File: src/rtl/issue_select_pkg.sv
// Shared issue-queue sizing and the per-slot wakeup/select state layout.
package issue_select_pkg;
    localparam int NUM_IQ_ENTRIES      = 8;
    localparam int NUM_IQ_ENTRIES_LOG2 = 3;
    localparam int TAG_W               = 6;

    typedef logic [NUM_IQ_ENTRIES_LOG2-1:0] slot_t;
    typedef logic [TAG_W-1:0]               tag_t;

    // older[i][j] = 1 when slot j is older than slot i
    typedef logic [NUM_IQ_ENTRIES-1:0][NUM_IQ_ENTRIES-1:0] age_mat_t;

    typedef struct packed {
        logic vld;
        logic rdy_a;
        logic rdy_b;
        tag_t src_a;
        tag_t src_b;
        logic alu_only;
    } entry_t;

    function automatic logic tag_hit(input tag_t t, input logic w0, input tag_t t0,
                                     input logic w1, input tag_t t1);
        return (w0 && (t == t0)) || (w1 && (t == t1));
    endfunction
endpackage

File: src/rtl/issue_select_if.sv
// Dispatch, wakeup, stall and issue signals between the scheduler and its neighbours.
interface issue_select_if;
    import issue_select_pkg::*;

    logic  flush;
    logic  alloc0, alloc1;
    slot_t alloc_slot0, alloc_slot1;
    tag_t  alloc_src0a, alloc_src0b, alloc_src1a, alloc_src1b;
    logic  alloc_rdy0a, alloc_rdy0b, alloc_rdy1a, alloc_rdy1b;
    logic  alloc_alu_only0, alloc_alu_only1;
    logic  wake0, wake1;
    tag_t  wake_tag0, wake_tag1;
    logic  port_stall0, port_stall1;
    logic  issue0, issue1;
    slot_t issue_slot0, issue_slot1;
    logic [NUM_IQ_ENTRIES-1:0] occupied;
    logic  alloc_err;

    modport master (
        output flush, alloc0, alloc1, alloc_slot0, alloc_slot1,
               alloc_src0a, alloc_src0b, alloc_src1a, alloc_src1b,
               alloc_rdy0a, alloc_rdy0b, alloc_rdy1a, alloc_rdy1b,
               alloc_alu_only0, alloc_alu_only1,
               wake0, wake1, wake_tag0, wake_tag1, port_stall0, port_stall1,
        input  issue0, issue1, issue_slot0, issue_slot1, occupied, alloc_err
    );

    modport slave (
        input  flush, alloc0, alloc1, alloc_slot0, alloc_slot1,
               alloc_src0a, alloc_src0b, alloc_src1a, alloc_src1b,
               alloc_rdy0a, alloc_rdy0b, alloc_rdy1a, alloc_rdy1b,
               alloc_alu_only0, alloc_alu_only1,
               wake0, wake1, wake_tag0, wake_tag1, port_stall0, port_stall1,
        output issue0, issue1, issue_slot0, issue_slot1, occupied, alloc_err
    );
endinterface

File: src/rtl/issue_select_oldest_select.sv
// Age-matrix priority picker: the winner is the eligible slot with no eligible slot older than it.
module oldest_select
    import issue_select_pkg::*;
(
    input  logic [NUM_IQ_ENTRIES-1:0] elig,
    input  age_mat_t                  older,
    output logic                      found,
    output slot_t                     idx
);
    always_comb begin
        found = 1'b0;
        idx   = '0;
        for (int i = 0; i < NUM_IQ_ENTRIES; i++) begin
            if (!found && elig[i] && ((older[i] & elig) == '0)) begin
                found = 1'b1;
                idx   = slot_t'(i);
            end
        end
    end
endmodule

File: src/rtl/issue_select.sv
// Wakeup/select scheduler for the 8-entry issue queue: tracks readiness and age, picks two ports.
module issue_select
    import issue_select_pkg::*;
(
    input  logic          clk,
    input  logic          reset,
    issue_select_if.slave bus
);
    localparam int N = NUM_IQ_ENTRIES;

    entry_t [N-1:0] ent_q, ent_d;
    age_mat_t       older_q, older_d;

    logic [N-1:0] vld, elig, alu, elig1, pick0, pick1, issued, a0_oh;
    logic         found0, found1, go0, go1;
    slot_t        idx0, idx1;
    logic         a0_ok, a1_ok, same_slot, err_set;

    logic         issue0_q, issue1_q, alloc_err_q;
    slot_t        issue_slot0_q, issue_slot1_q;

    always_comb begin
        for (int i = 0; i < N; i++) begin
            vld[i]  = ent_q[i].vld;
            alu[i]  = ent_q[i].alu_only;
            elig[i] = ent_q[i].vld & ent_q[i].rdy_a & ent_q[i].rdy_b;
        end
    end

    oldest_select u_sel0 (.elig(elig), .older(older_q), .found(found0), .idx(idx0));

    assign go0   = found0 & ~bus.port_stall0;
    assign pick0 = go0 ? (N'(1) << idx0) : '0;
    // Port 1 only sees ALU ops, and never the slot port 0 is taking this edge
    assign elig1 = elig & alu & ~pick0;

    oldest_select u_sel1 (.elig(elig1), .older(older_q), .found(found1), .idx(idx1));

    assign go1    = found1 & ~bus.port_stall1;
    assign pick1  = go1 ? (N'(1) << idx1) : '0;
    assign issued = pick0 | pick1;

    // A slot being issued this edge still counts as occupied, so allocating it is dropped
    assign same_slot = bus.alloc0 & bus.alloc1 & (bus.alloc_slot0 == bus.alloc_slot1);
    assign a0_ok     = bus.alloc0 & ~vld[bus.alloc_slot0];
    assign a1_ok     = bus.alloc1 & ~vld[bus.alloc_slot1] & ~same_slot;
    assign err_set   = (bus.alloc0 & ~a0_ok) | (bus.alloc1 & ~a1_ok);
    assign a0_oh     = a0_ok ? (N'(1) << bus.alloc_slot0) : '0;

    always_comb begin
        ent_d   = ent_q;
        older_d = older_q;
        for (int i = 0; i < N; i++) begin
            if (ent_q[i].vld) begin
                ent_d[i].rdy_a = ent_q[i].rdy_a | tag_hit(ent_q[i].src_a, bus.wake0, bus.wake_tag0,
                                                          bus.wake1, bus.wake_tag1);
                ent_d[i].rdy_b = ent_q[i].rdy_b | tag_hit(ent_q[i].src_b, bus.wake0, bus.wake_tag0,
                                                          bus.wake1, bus.wake_tag1);
            end
            if (issued[i]) begin
                ent_d[i].vld   = 1'b0;
                ent_d[i].rdy_a = 1'b0;
                ent_d[i].rdy_b = 1'b0;
            end
        end
        if (a0_ok) begin
            ent_d[bus.alloc_slot0].vld      = 1'b1;
            ent_d[bus.alloc_slot0].src_a    = bus.alloc_src0a;
            ent_d[bus.alloc_slot0].src_b    = bus.alloc_src0b;
            ent_d[bus.alloc_slot0].alu_only = bus.alloc_alu_only0;
            ent_d[bus.alloc_slot0].rdy_a    = bus.alloc_rdy0a | tag_hit(bus.alloc_src0a,
                                              bus.wake0, bus.wake_tag0, bus.wake1, bus.wake_tag1);
            ent_d[bus.alloc_slot0].rdy_b    = bus.alloc_rdy0b | tag_hit(bus.alloc_src0b,
                                              bus.wake0, bus.wake_tag0, bus.wake1, bus.wake_tag1);
            older_d[bus.alloc_slot0] = vld;
            for (int j = 0; j < N; j++) older_d[j][bus.alloc_slot0] = 1'b0;
        end
        if (a1_ok) begin
            ent_d[bus.alloc_slot1].vld      = 1'b1;
            ent_d[bus.alloc_slot1].src_a    = bus.alloc_src1a;
            ent_d[bus.alloc_slot1].src_b    = bus.alloc_src1b;
            ent_d[bus.alloc_slot1].alu_only = bus.alloc_alu_only1;
            ent_d[bus.alloc_slot1].rdy_a    = bus.alloc_rdy1a | tag_hit(bus.alloc_src1a,
                                              bus.wake0, bus.wake_tag0, bus.wake1, bus.wake_tag1);
            ent_d[bus.alloc_slot1].rdy_b    = bus.alloc_rdy1b | tag_hit(bus.alloc_src1b,
                                              bus.wake0, bus.wake_tag0, bus.wake1, bus.wake_tag1);
            // Dispatch 1 is younger than a same-cycle dispatch 0
            older_d[bus.alloc_slot1] = vld | a0_oh;
            for (int j = 0; j < N; j++) older_d[j][bus.alloc_slot1] = 1'b0;
        end
        for (int j = 0; j < N; j++) begin
            if (issued[j]) begin
                for (int i = 0; i < N; i++) older_d[i][j] = 1'b0;
            end
        end
    end

    always_ff @(posedge clk or posedge reset) begin
        if (reset) begin
            ent_q         <= '0;
            older_q       <= '0;
            issue0_q      <= 1'b0;
            issue1_q      <= 1'b0;
            issue_slot0_q <= '0;
            issue_slot1_q <= '0;
            alloc_err_q   <= 1'b0;
        end else if (bus.flush) begin
            ent_q         <= '0;
            older_q       <= '0;
            issue0_q      <= 1'b0;
            issue1_q      <= 1'b0;
            issue_slot0_q <= '0;
            issue_slot1_q <= '0;
        end else begin
            ent_q         <= ent_d;
            older_q       <= older_d;
            issue0_q      <= go0;
            issue1_q      <= go1;
            issue_slot0_q <= go0 ? idx0 : '0;
            issue_slot1_q <= go1 ? idx1 : '0;
            alloc_err_q   <= alloc_err_q | err_set;
        end
    end

    assign bus.issue0      = issue0_q;
    assign bus.issue1      = issue1_q;
    assign bus.issue_slot0 = issue_slot0_q;
    assign bus.issue_slot1 = issue_slot1_q;
    assign bus.occupied    = vld;
    assign bus.alloc_err   = alloc_err_q;
endmodule

File: src/flat_wrapper.sv
// flat-port wrapper written by rule: the top's interface ports become plain ports
module issue_select_flat import issue_select_pkg::*;
  (clk, reset, bus_flush, bus_alloc0, bus_alloc1, bus_alloc_slot0, bus_alloc_slot1, bus_alloc_src0a, bus_alloc_src0b, bus_alloc_src1a, bus_alloc_src1b, bus_alloc_rdy0a, bus_alloc_rdy0b, bus_alloc_rdy1a, bus_alloc_rdy1b, bus_alloc_alu_only0, bus_alloc_alu_only1, bus_wake0, bus_wake1, bus_wake_tag0, bus_wake_tag1, bus_port_stall0, bus_port_stall1, bus_issue0, bus_issue1, bus_issue_slot0, bus_issue_slot1, bus_occupied, bus_alloc_err);
  issue_select_if bus_i ();
  input  logic clk;
  input  logic reset;
  input wire logic [$bits(bus_i.flush)-1:0] bus_flush;
  input wire logic [$bits(bus_i.alloc0)-1:0] bus_alloc0;
  input wire logic [$bits(bus_i.alloc1)-1:0] bus_alloc1;
  input wire logic [$bits(bus_i.alloc_slot0)-1:0] bus_alloc_slot0;
  input wire logic [$bits(bus_i.alloc_slot1)-1:0] bus_alloc_slot1;
  input wire logic [$bits(bus_i.alloc_src0a)-1:0] bus_alloc_src0a;
  input wire logic [$bits(bus_i.alloc_src0b)-1:0] bus_alloc_src0b;
  input wire logic [$bits(bus_i.alloc_src1a)-1:0] bus_alloc_src1a;
  input wire logic [$bits(bus_i.alloc_src1b)-1:0] bus_alloc_src1b;
  input wire logic [$bits(bus_i.alloc_rdy0a)-1:0] bus_alloc_rdy0a;
  input wire logic [$bits(bus_i.alloc_rdy0b)-1:0] bus_alloc_rdy0b;
  input wire logic [$bits(bus_i.alloc_rdy1a)-1:0] bus_alloc_rdy1a;
  input wire logic [$bits(bus_i.alloc_rdy1b)-1:0] bus_alloc_rdy1b;
  input wire logic [$bits(bus_i.alloc_alu_only0)-1:0] bus_alloc_alu_only0;
  input wire logic [$bits(bus_i.alloc_alu_only1)-1:0] bus_alloc_alu_only1;
  input wire logic [$bits(bus_i.wake0)-1:0] bus_wake0;
  input wire logic [$bits(bus_i.wake1)-1:0] bus_wake1;
  input wire logic [$bits(bus_i.wake_tag0)-1:0] bus_wake_tag0;
  input wire logic [$bits(bus_i.wake_tag1)-1:0] bus_wake_tag1;
  input wire logic [$bits(bus_i.port_stall0)-1:0] bus_port_stall0;
  input wire logic [$bits(bus_i.port_stall1)-1:0] bus_port_stall1;
  output wire logic [$bits(bus_i.issue0)-1:0] bus_issue0;
  output wire logic [$bits(bus_i.issue1)-1:0] bus_issue1;
  output wire logic [$bits(bus_i.issue_slot0)-1:0] bus_issue_slot0;
  output wire logic [$bits(bus_i.issue_slot1)-1:0] bus_issue_slot1;
  output wire logic [$bits(bus_i.occupied)-1:0] bus_occupied;
  output wire logic [$bits(bus_i.alloc_err)-1:0] bus_alloc_err;
  assign bus_i.flush = bus_flush;
  assign bus_i.alloc0 = bus_alloc0;
  assign bus_i.alloc1 = bus_alloc1;
  assign bus_i.alloc_slot0 = bus_alloc_slot0;
  assign bus_i.alloc_slot1 = bus_alloc_slot1;
  assign bus_i.alloc_src0a = bus_alloc_src0a;
  assign bus_i.alloc_src0b = bus_alloc_src0b;
  assign bus_i.alloc_src1a = bus_alloc_src1a;
  assign bus_i.alloc_src1b = bus_alloc_src1b;
  assign bus_i.alloc_rdy0a = bus_alloc_rdy0a;
  assign bus_i.alloc_rdy0b = bus_alloc_rdy0b;
  assign bus_i.alloc_rdy1a = bus_alloc_rdy1a;
  assign bus_i.alloc_rdy1b = bus_alloc_rdy1b;
  assign bus_i.alloc_alu_only0 = bus_alloc_alu_only0;
  assign bus_i.alloc_alu_only1 = bus_alloc_alu_only1;
  assign bus_i.wake0 = bus_wake0;
  assign bus_i.wake1 = bus_wake1;
  assign bus_i.wake_tag0 = bus_wake_tag0;
  assign bus_i.wake_tag1 = bus_wake_tag1;
  assign bus_i.port_stall0 = bus_port_stall0;
  assign bus_i.port_stall1 = bus_port_stall1;
  assign bus_issue0 = bus_i.issue0;
  assign bus_issue1 = bus_i.issue1;
  assign bus_issue_slot0 = bus_i.issue_slot0;
  assign bus_issue_slot1 = bus_i.issue_slot1;
  assign bus_occupied = bus_i.occupied;
  assign bus_alloc_err = bus_i.alloc_err;
  issue_select u_core (.clk(clk), .reset(reset), .bus(bus_i));
endmodule
File: config.mk
export PLATFORM = sky130hd
export DESIGN_NAME = issue_select_flat
export DESIGN_NICKNAME = d
export VERILOG_FILES = /design/src/rtl/issue_select_pkg.sv /design/src/rtl/issue_select_if.sv /design/src/rtl/issue_select_oldest_select.sv /design/src/rtl/issue_select.sv /design/src/flat_wrapper.sv
export SDC_FILE = /design/constraint.sdc
export NUM_CORES = 1
export LEC_CHECK = 0
export BUFFER_PORTS_ARGS = -buffer_cell sky130_fd_sc_hd__buf_4
export CORE_MARGIN = 2
export CORE_UTILIZATION = 40
export DETAILED_ROUTE_END_ITERATION = 7
export SLEW_MARGIN = 5
export SYNTH_ARGS = -nofsm -noshare
export SYNTH_HDL_FRONTEND = slang
export SYNTH_SLANG_ARGS = --single-unit
File: constraint.sdc
create_clock -name clk -period 6.1 [get_ports clk]
set_input_delay 0.61 -clock clk [delete_from_list [all_inputs] [get_ports clk]]
set_output_delay 0.61 -clock clk [all_outputs]
set_load 0.02 [all_outputs]
[Word-level counts from Yosys, hierarchy flattened]
Cells that the tools add are included.
Word-level totals
  flip-flop bits (word level): 201
  latch bits: 0
  memory bits (writable): 0
  memory bits (read-only): 0
  output and inout bits: 17
  word-level logic and storage cells: 499
  memories kept: 0
Cells by class
  add/subtract/negate cells: 0
  multipliers: 0
  divide/modulo/power cells: 0
  order comparisons: 4
  eq/ne operators: 41
  shifts and indexed selects: 3
  multiplexer cells: 175
  bitwise operators: 93
  reductions and logical operators: 122
Operators by type and width (number)
  $bwmux W128: 12
  $demux W16 S3: 12
  $mux W128: 3
  $and A8 B8 Y8: 34
  $eq A6 B6 Y1: 40
  $mux W64: 3
  $bwmux W64: 2
  $logic_not A8 Y1: 16
  $mux W1: 90
  $logic_and A1 B1 Y1: 72
  $mux W3: 24
  $demux W8 S3: 2
  $mux W8: 5
  $mux W16: 2
  $mux W15: 2
  $mux W14: 2
  $mux W13: 2
  $and A1 B1 Y1: 25
  $not A8 Y8: 3
  $shl A1 B3 Y8 const A: 3
  $or A1 B1 Y1: 22
  $logic_or A1 B1 Y1: 20
  $mux W2: 8
  $or A8 B8 Y8: 2
  8 further kinds: 32

[Longest topological paths before layout]
Gate-level depths: netlist of the first run.
  depth in word-level cells: 89
  depth in mapped cells: 14

[Cells and area by module]
A second synthesis of the first run with hierarchy kept.
Second synthesis, totals
  cells, all modules: 1824
  area total of the unflattened synthesis: 14671.6 µm²
Modules (own cells, without submodules)
  issue_select: times used 1, cells each 1676, area an instance 13575.5 µm², sequential area each 5029.8 µm²
  oldest_select: times used 2, cells each 74, area an instance 548.0 µm², sequential area each 0.0 µm²

[Worst setup path after synthesis of the first run]
OpenSTA, ideal clock, no wires.
  path type: reg2reg
  start: register u_core.ent_q[14] (netlist bit)
  end: register u_core.older_q[19] (netlist bit)
  setup time: 0.107 ns
  arrival time: 3.425 ns
  required time: 5.993 ns
  slack: 2.568 ns
  stages on the path, launching flop included: 14
  buffers on the path: 2
  clock period less this slack: 3.532 ns
  cells stage by stage: dfrtp_1 > and3_1 > buf_6 > a22o_1 > or3_4 > a211oi_4 > a21oi_1 > a2111o_1 > a211o_1 > nand3_4 > o31ai_2 > or3_1 > buf_6 > a2111oi_4
On the way
  word-level cells in the longest chain between the ends: 75
  elaborated cells between the ends (all ways): 120
  classes of those cells: shift: 2; mux: 34; bitwise: 24; reduce/logical: 60
RTL lines
  from (decl): RTL line issue_select.sv:11  | entry_t [N-1:0] ent_q, ent_d;
  from (signal assigned): RTL line issue_select.sv:115  | ent_q <= ent_d;
  $and A1 B1 Y1 * (2 in series): RTL line issue_select.sv:26  | elig[i] = ent_q[i].vld & ent_q[i].rdy_a & ent_q[i].rdy_b;
  $and A8 B8 Y8: RTL line issue_select_oldest_select.sv:14  | if (!found && elig[i] && ((older[i] & elig) == '0)) begin
  $logic_not A8 Y1: RTL line issue_select_oldest_select.sv:14
  $logic_and A1 B1 Y1: RTL line issue_select_oldest_select.sv:14
  $mux W1: RTL line issue_select_oldest_select.sv:14
  $logic_not A1 Y1: RTL line issue_select_oldest_select.sv:14
  $logic_and A1 B1 Y1 (2 in series): RTL line issue_select_oldest_select.sv:14
  $mux W1: RTL line issue_select_oldest_select.sv:14
  [... 56 more ...]
  $logic_not A1 Y1: RTL line issue_select_oldest_select.sv:14
  $logic_and A1 B1 Y1 (2 in series): RTL line issue_select_oldest_select.sv:14
  $mux W3 / $mux W1 (equally long branches): RTL line issue_select_oldest_select.sv:14
  $shl A1 B3 Y8 / $and A1 B1 Y1 (equally long branches): RTL line issue_select.sv:40, issue_select.sv:39
  $mux W8: RTL line issue_select.sv:40  | assign pick1 = go1 ? (N'(1) << idx1) : '0;
  $or A8 B8 Y8 *: RTL line issue_select.sv:41  | assign issued = pick0 | pick1;
  $mux W1 *: RTL line issue_select.sv:92  | if (issued[j]) begin
  $mux W64 *: RTL line issue_select.sv:107  | end else if (bus.flush) begin
  to (signal assigned): RTL line issue_select.sv:116  | older_q <= older_d;
  to (decl): RTL line issue_select.sv:12  | age_mat_t older_q, older_d;
Mark *: on every way between the ends. The rest lies on a longest branch, timed or not.
A chain may end at the register's enable or synchronous reset.

[Worst setup path in the final report of the first run]
  start: register u_core.ent_q, in the netlist u_core.bus.occupied[5]
  end: register u_core.older_q[50] (netlist bit)
On the way
  word-level cells in the longest chain between the ends: 75
  elaborated cells between the ends (all ways): 135
  classes of those cells: shift: 2; mux: 42; bitwise: 31; reduce/logical: 60
RTL lines (RTL line)
  $and A1 B1 Y1 (2 in series): issue_select.sv:26
  $and A8 B8 Y8: issue_select_oldest_select.sv:14
  $logic_not A8 Y1: issue_select_oldest_select.sv:14
  $logic_and A1 B1 Y1: issue_select_oldest_select.sv:14
  $mux W1: issue_select_oldest_select.sv:14
  $logic_not A1 Y1: issue_select_oldest_select.sv:14
  $logic_and A1 B1 Y1 (2 in series): issue_select_oldest_select.sv:14
  $mux W1: issue_select_oldest_select.sv:14
  [... 56 more ...]
  $logic_not A1 Y1: issue_select_oldest_select.sv:14
  $logic_and A1 B1 Y1 (2 in series): issue_select_oldest_select.sv:14
  $mux W3 / $mux W1 (equally long branches): issue_select_oldest_select.sv:14
  $shl A1 B3 Y8 / $and A1 B1 Y1 (equally long branches): issue_select.sv:40, issue_select.sv:39
  $mux W8: issue_select.sv:40
  $or A8 B8 Y8: issue_select.sv:41
  $mux W1 *: issue_select.sv:92
  $mux W64 *: issue_select.sv:107
Mark *: on every way between the ends. The rest lies on a longest branch, timed or not. The select of a mux whose other input is x is not followed.

==> impl_metrics.tcl, run 1 <==
set metrics [dict create \
    power_frac_clock_pct 43.6 \
    hold_viol 0 \
    dpl.hpwl_um 41900 \
    outcome "completed" \
    cts_buffers 26 \
    total_power_mw 3.58 \
    synth_nets 1813 \
    globalplace.congestion 1.03 \
    initial_core_util_pct 40.6 \
    drive_gt1_share_pct 9.54 \
    nNetsFinal 1770 \
    cts.sinks 201 \
    yosysTopAreaCell "dfrtp_1" \
    syn_inst 1756 \
    crit_path_end_kind "flop" \
    htree_num_levels 1 \
    instances_no_fill 2190 \
    worstSetupPathType "reg2reg" \
    io_buffers 73 \
    reg2reg_slack_ns 1.19 \
    worst_ep_required_time_ns 6.57 \
    fin_tns_setup_ns 0 \
    max-slew-margin-rel_pct 5.49 \
    netlist.area_leader.share_pct 34.8 \
    first_pass_iters 6 \
    synth_edf_count 0 \
    viasPerCell 6.62 \
    grt_setup_unrepaired "false" \
    power_density_nw_per_um2 224 \
    dp.cells 2146 \
    wl_per_cell_um 28.8 \
    post_cts_buffers 0 \
    pre_cts_slack_ns 1.31 \
    drv_cap 0 \
    rows 69 \
    hold_buffers 0 \
    ant_nets 0 \
    fin_skew_ns 0.0378 \
    cts_tree "yes" \
    setup_viol 0 \
    p_sw_share_pct 30.9 \
    clkTransAtPathRegs_ns 0.06 \
    syn-cell-area_um2 14500 \
    fmax_mhz 204 \
    clk_latency_ns 0.59 \
    grt_pass1_vias 13800 \
    max_slew.worst_pin.slew_ns 1.41 \
    core_area_um2 35600 \
    yosysWarnings 0 \
    vias 14500 \
    setup_ws_ns 1.19 \
    die_w_um 194 \
    cts_resized 0 \
    antenna_found_initial 2 \
    cp-start-kind "flop" \
    clk_path_buf_depth 3 \
    hp-class "in2async" \
    period_minus_slack_ns 4.91 \
    fin_crit_sh_pct 80.5 \
    vdd_drop_max_uv 199 \
    io_pins 74 \
    die_area_um2 37700 \
    drv_slew 0 \
    cts-root-buf "clkbuf_16" \
    area_growth_pct 10.4 \
    crit_fanout 15 \
    avgSynthCellArea_um2 8.23 \
    die-height_um 194 \
    power.share.sequential_pct 40.7 \
    async_flop_share_pct 100 \
    p_int_mw 2.47 \
    synth_seq_area_share_pct 34.8 \
    ys_ff_latch 201 \
    grt_start_max_net_pins 107 \
    fillCellCount 3532 \
    p_leak_nw 6.31 \
    grt_pass1_wl_um 92500 \
    ys_types 82 \
    diodes 0 \
    synthTopCellsByArea "dfrtp_1 35%, xnor2_1 8.8%, nand2_1 6.2%" \
    cp.arrival_ns 5.38 \
    dr.first_iter.drc_count 1593 \
    overflow 0 \
    wirelength_um 63000 \
    drc 0 \
    synth_flop_cell "dfrtp_1" \
    gr-usage-all-layers_pct 32.5 \
    combPwrFrac_pct 15.7 \
    p_switching_mw 1.11 \
]
## critical path, stage by stage, from the launching register on
cell and delay (ns):
dfrtp_1 0.74, nand3_1 0.36, o2111ai_1 0.33, and4b_1 0.36
nor4_2 0.33, nor4b_1 0.40, a21oi_1 0.37, a2111o_1 0.56
and2_1 0.22, a32oi_1 0.57, nand2_1 0.33, a21oi_1 0.22
## per-layer routing
layer	GRT usage (%)	routed length, um	up-vias
met5	0	13	-
met3	5.51	5990	218
li1	-	-	6249
met1	42.4	24500	7089
met4	15.3	3590	2
met2	52.5	28900	943
## kinds of logic (layout without fill, tap and decap cells)
| logic type | after synthesis | count (layout) | share of synthesized area (%) |
|---|---|---|---|
| multiplexers | 34 | 34 | 2.54 |
| XOR/XNOR | 243 | 243 | 14.7 |
| flip-flops | 201 | 201 | 34.8 |
| buffers and inverters | 192 | 165 | 5.46 |
| AND/OR/NAND/NOR | 713 | 713 | 23.3 |
| AO/OA/AOI/OAI | 373 | 373 | 19.2 |
## synth_stat cells (all sizes together), types with 4 or more instances
library cell,count
a2111o,4
a2111oi,4
a211o,7
a211oi,38
a21oi,69
a221o,4
a221oi,11
a22o,5
a22oi,9
a311oi,79
a31oi,38
and2,15
and3,12
and4,4
buf,61
clkbuf,109
dfrtp,201
inv,21
mux2i,31
nand2,237
nand2b,4
nand3,37
nand4,81
nor2,212
nor2b,6
nor3,24
nor4,45
nor4b,6
o2111ai,6
o211ai,9
o21a,9
o21ai,40
o22ai,5
o311ai,4
o31ai,6
or3,8
or4,8
xnor2,145
xor2,98
## layout make-up
type,count,area (um^2),area share [%]
timing repair buffer,99,747,4.68
sequential,201,5030,31.5
multi-input combinational,1363,8660,54.3
clock buffer,35,714,4.48
clock inverter,9,124,0.777
inverter,22,90.1,0.565
tap,461,577,3.62
## final timing paths
check / startpoint / endpoint / cells after the start
setup / recovery: u_core.bus.occupied[5] / u_core.older_q[50] / 11
hold / removal: reset / u_core.older_q[15] / 2
setup reg to reg: u_core.bus.occupied[5] / u_core.older_q[50] / 11
hold reg to reg: u_core.bus.alloc_err / u_core.bus.alloc_err / 1
max in group asynchronous: reset / u_core.ent_q[46] / 3
min in group clk: bus_port_stall1 / u_core.bus.issue_slot1[0] / 2
## power groups by stage
stage	registers (mW)	clock network (mW)	logic, mW
2_1_floorplan	1.44	0	0.388
3_3_place_gp	1.47	0	0.544
3_5_place_dp	1.48	0	0.550
4_1_cts	1.45	1.57	0.552
5_1_grt	1.46	1.62	0.599
6_report	1.46	1.56	0.563
## cell usage in the layout, fill, tap and decap left out, drive strengths merged, types with 35 or more instances in the layout
cell type and instances:
xor2 98, xnor2 145, nor4 45, o21ai 40, a21oi 69, nand4 81
nand2 237, buf 99, clkbuf 35, a31oi 38, nor2 212, a211oi 38
nand3 37, dfrtp 201, a311oi 79
## state kept, by name, indices dropped and copies added, names as in the netlist
register,cells
u_core.older_q,64
u_core.bus.issue_slot1,3
u_core.alu,8
u_core.bus.issue1,1
u_core.bus.issue0,1
u_core.bus.alloc_err,1
u_core.bus.occupied,8
u_core.ent_q,112
u_core.bus.issue_slot0,3
## through the flow
| stage | hold slack (ns) | area, um^2 | util [%] |
|---|---|---|---|
| floorplan | 0.512 | 14500 | - |
| global placement | 0.468 | 15100 | 42.5 |
| detailed placement | 0.471 | 15100 | 42.5 |
| CTS | 0.234 | 15900 | 44.8 |
| global route | 0.243 | 15900 | 44.8 |
| finish | 0.178 | 15900 | 44.8 |
(Power assumes the default switching activity.)
==> run 2: changes to the inputs <==
clock period = 4.4 ns   (was 6.1 ns; I/O delays follow)
==> impl_metrics.tcl, run 2 (same netlist as run 1, synthesis figures left out) <==
set metrics [dict create \
    dpl.hpwl_um 42600 \
    dr_wl_met2_um 28800 \
    hold_viol 1 \
    worstSetupPathType "reg2reg" \
    setup_viol 0 \
    drv_cap 0 \
    outcome "complete, but fails checks" \
    crit_fanout 7 \
    clk_path_buf_depth 3 \
    largest_reg_flops 112 \
    gr-usage-all-layers_pct 32.9 \
    clkTransAtPathRegs_ns 0.06 \
    power_density_nw_per_um2 311 \
    route.top_layer_used "met5" \
    die_area_um2 37700 \
    antenna_found_initial 2 \
    overflow 0 \
    cts_tree "yes" \
    fin_tns_setup_ns 0 \
    grt_pass1_vias 14200 \
    top_regs "u_core.ent_q x112, u_core.older_q x64" \
    crit_path_end_kind "flop" \
    area_growth_pct 13.5 \
    drv_slew 0 \
    grt_setup_unrepaired "false" \
    wirelength_um 63300 \
    io_pins 74 \
    globalplace.congestion 0.991 \
    wl_per_cell_um 28.3 \
    grt_start_max_net_pins 135 \
    fin_skew_ns 0.0190 \
    first_pass_iters 7 \
    hp-class "in2async" \
    layout_common_cells "237 x nand2_1, 211 x nor2_1, 201 x dfrtp_1" \
    cp.arrival_ns 4.62 \
    p_leak_nw 6.59 \
    hold_buffers 0 \
    cp-start-kind "flop" \
    multi_input_area_um2 8690 \
    drc 0 \
    period_minus_slack_ns 4.18 \
    htree_num_levels 1 \
    worst_ep_required_time_ns 4.85 \
    cts-root-buf "clkbuf_16" \
    hold_ws_ns -0.00441 \
    die-height_um 194 \
    viasPerCell 6.53 \
    grt_pass1_wl_um 94300 \
    fin_crit_sh_pct 95.0 \
    max_slew.worst_pin.slew_ns 1.31 \
    dr.first_iter.drc_count 1939 \
    fillCellCount 3501 \
    wl_met1_um 24500 \
    rows 69 \
    clk_latency_ns 0.56 \
    cts_buffers 26 \
    ant_nets 0 \
    final_common_cell "nand2_1" \
    drive_gt1_share_pct 12.3 \
    io_buffers 73 \
    nNetsFinal 1816 \
    vdd_drop_max_uv 284 \
    cts.sinks 201 \
    core_area_um2 35600 \
    r2r_cells 12 \
    violations "negative hold slack" \
    wl_met3_um 6510 \
    max-slew-margin-rel_pct 12.2 \
    vias 14600 \
    fmax_mhz 239 \
    seq_area_um2 5030 \
    die_w_um 194 \
    initial_core_util_pct 40.6 \
    regMostFlops "u_core.ent_q" \
]
[run 2: changes by cell type in the layout (fill, tap and decap cells not counted), sizes merged]
| cell | previous run | this run |
|---|---|---|
| buf | 99 | 145 |
| clkbuf | 35 | 38 |
| clkinv | 7 | 4 |
| bufinv | 2 | 3 |
| clkinvlp | 0 | 1 |
| diode | 0 | 1 |
[run 2: worst max-delay path, cell delays in order (launching register included)]
cell       delay (ns)
dfrtp_1          0.46
and3_1           0.30
a211o_1          0.33
or3_4            0.42
a211oi_4         0.38
and2_1           0.24
o2111ai_1        0.22
a2111o_1         0.50
nand3_4          0.16
o31ai_2          0.09
buf_4            0.16
or3_1            0.44
a2111oi_4        0.36
[run 2: layout make-up]
| cell class | instances | area share [%] |
|---|---|---|
| inverters | 22 | 0.526 |
| flip-flops and latches | 201 | 30.7 |
| clock inverters | 8 | 0.816 |
| diodes | 1 | 0.0153 |
| multi-input cells | 1363 | 53.0 |
| well taps | 461 | 3.52 |
| repair buffers | 145 | 6.73 |
| clock buffers | 38 | 4.73 |
[run 2: power breakdown]
part,switching (mW),total (mW),internal [mW]
sequential,0.0881,2.00,1.91
clock,0.889,2.28,1.39
combinational,0.549,0.824,0.275
total,1.53,5.11,3.58
[run 2: what timing repair did]
action / CTS / global route
buffers inserted: 0 / 0
resized for setup: 0 / 4
setup endpoints to repair: 0 / 41
[run 2: routing by layer]
layer | vias up | track usage, %
met5 | - | 0
met4 | 2 | 16.3
met3 | 210 | 6.14
met2 | 921 | 52.4
met1 | 7155 | 43.1
li1 | 6328 | -
[run 2: worst paths after layout]
| kind | from | to | slack [ns] |
|---|---|---|---|
| setup / recovery | u_core.bus.occupied[6] | u_core.older_q[19] | 0.22 |
| hold / removal | reset | u_core.bus.issue1 | -0.004 |
| setup reg to reg | u_core.bus.occupied[6] | u_core.older_q[19] | 0.22 |
| hold reg to reg | u_core.bus.alloc_err | u_core.bus.alloc_err | 0.48 |
| max in group asynchronous | reset | u_core.ent_q[89] | 3.19 |
| min in group clk | bus_port_stall1 | u_core.bus.issue_slot1[0] | 0.08 |
[run 2: per-stage QoR]
stage / total power [mW] / instances / setup slack (ns) / util (%) / instance area [um^2]
floorplan: 2.53 / 1756 / 0.868 / - / 14500
global placement: 2.82 / 2192 / 0.242 / 43.5 / 15500
detailed placement: 2.83 / 2192 / 0.186 / 43.5 / 15500
CTS: 5.11 / 2238 / 0.171 / 46.1 / 16400
global route: 5.25 / 2238 / 0.00416 / 46.1 / 16400
finish: 5.11 / 2239 / 0.221 / 46.1 / 16400
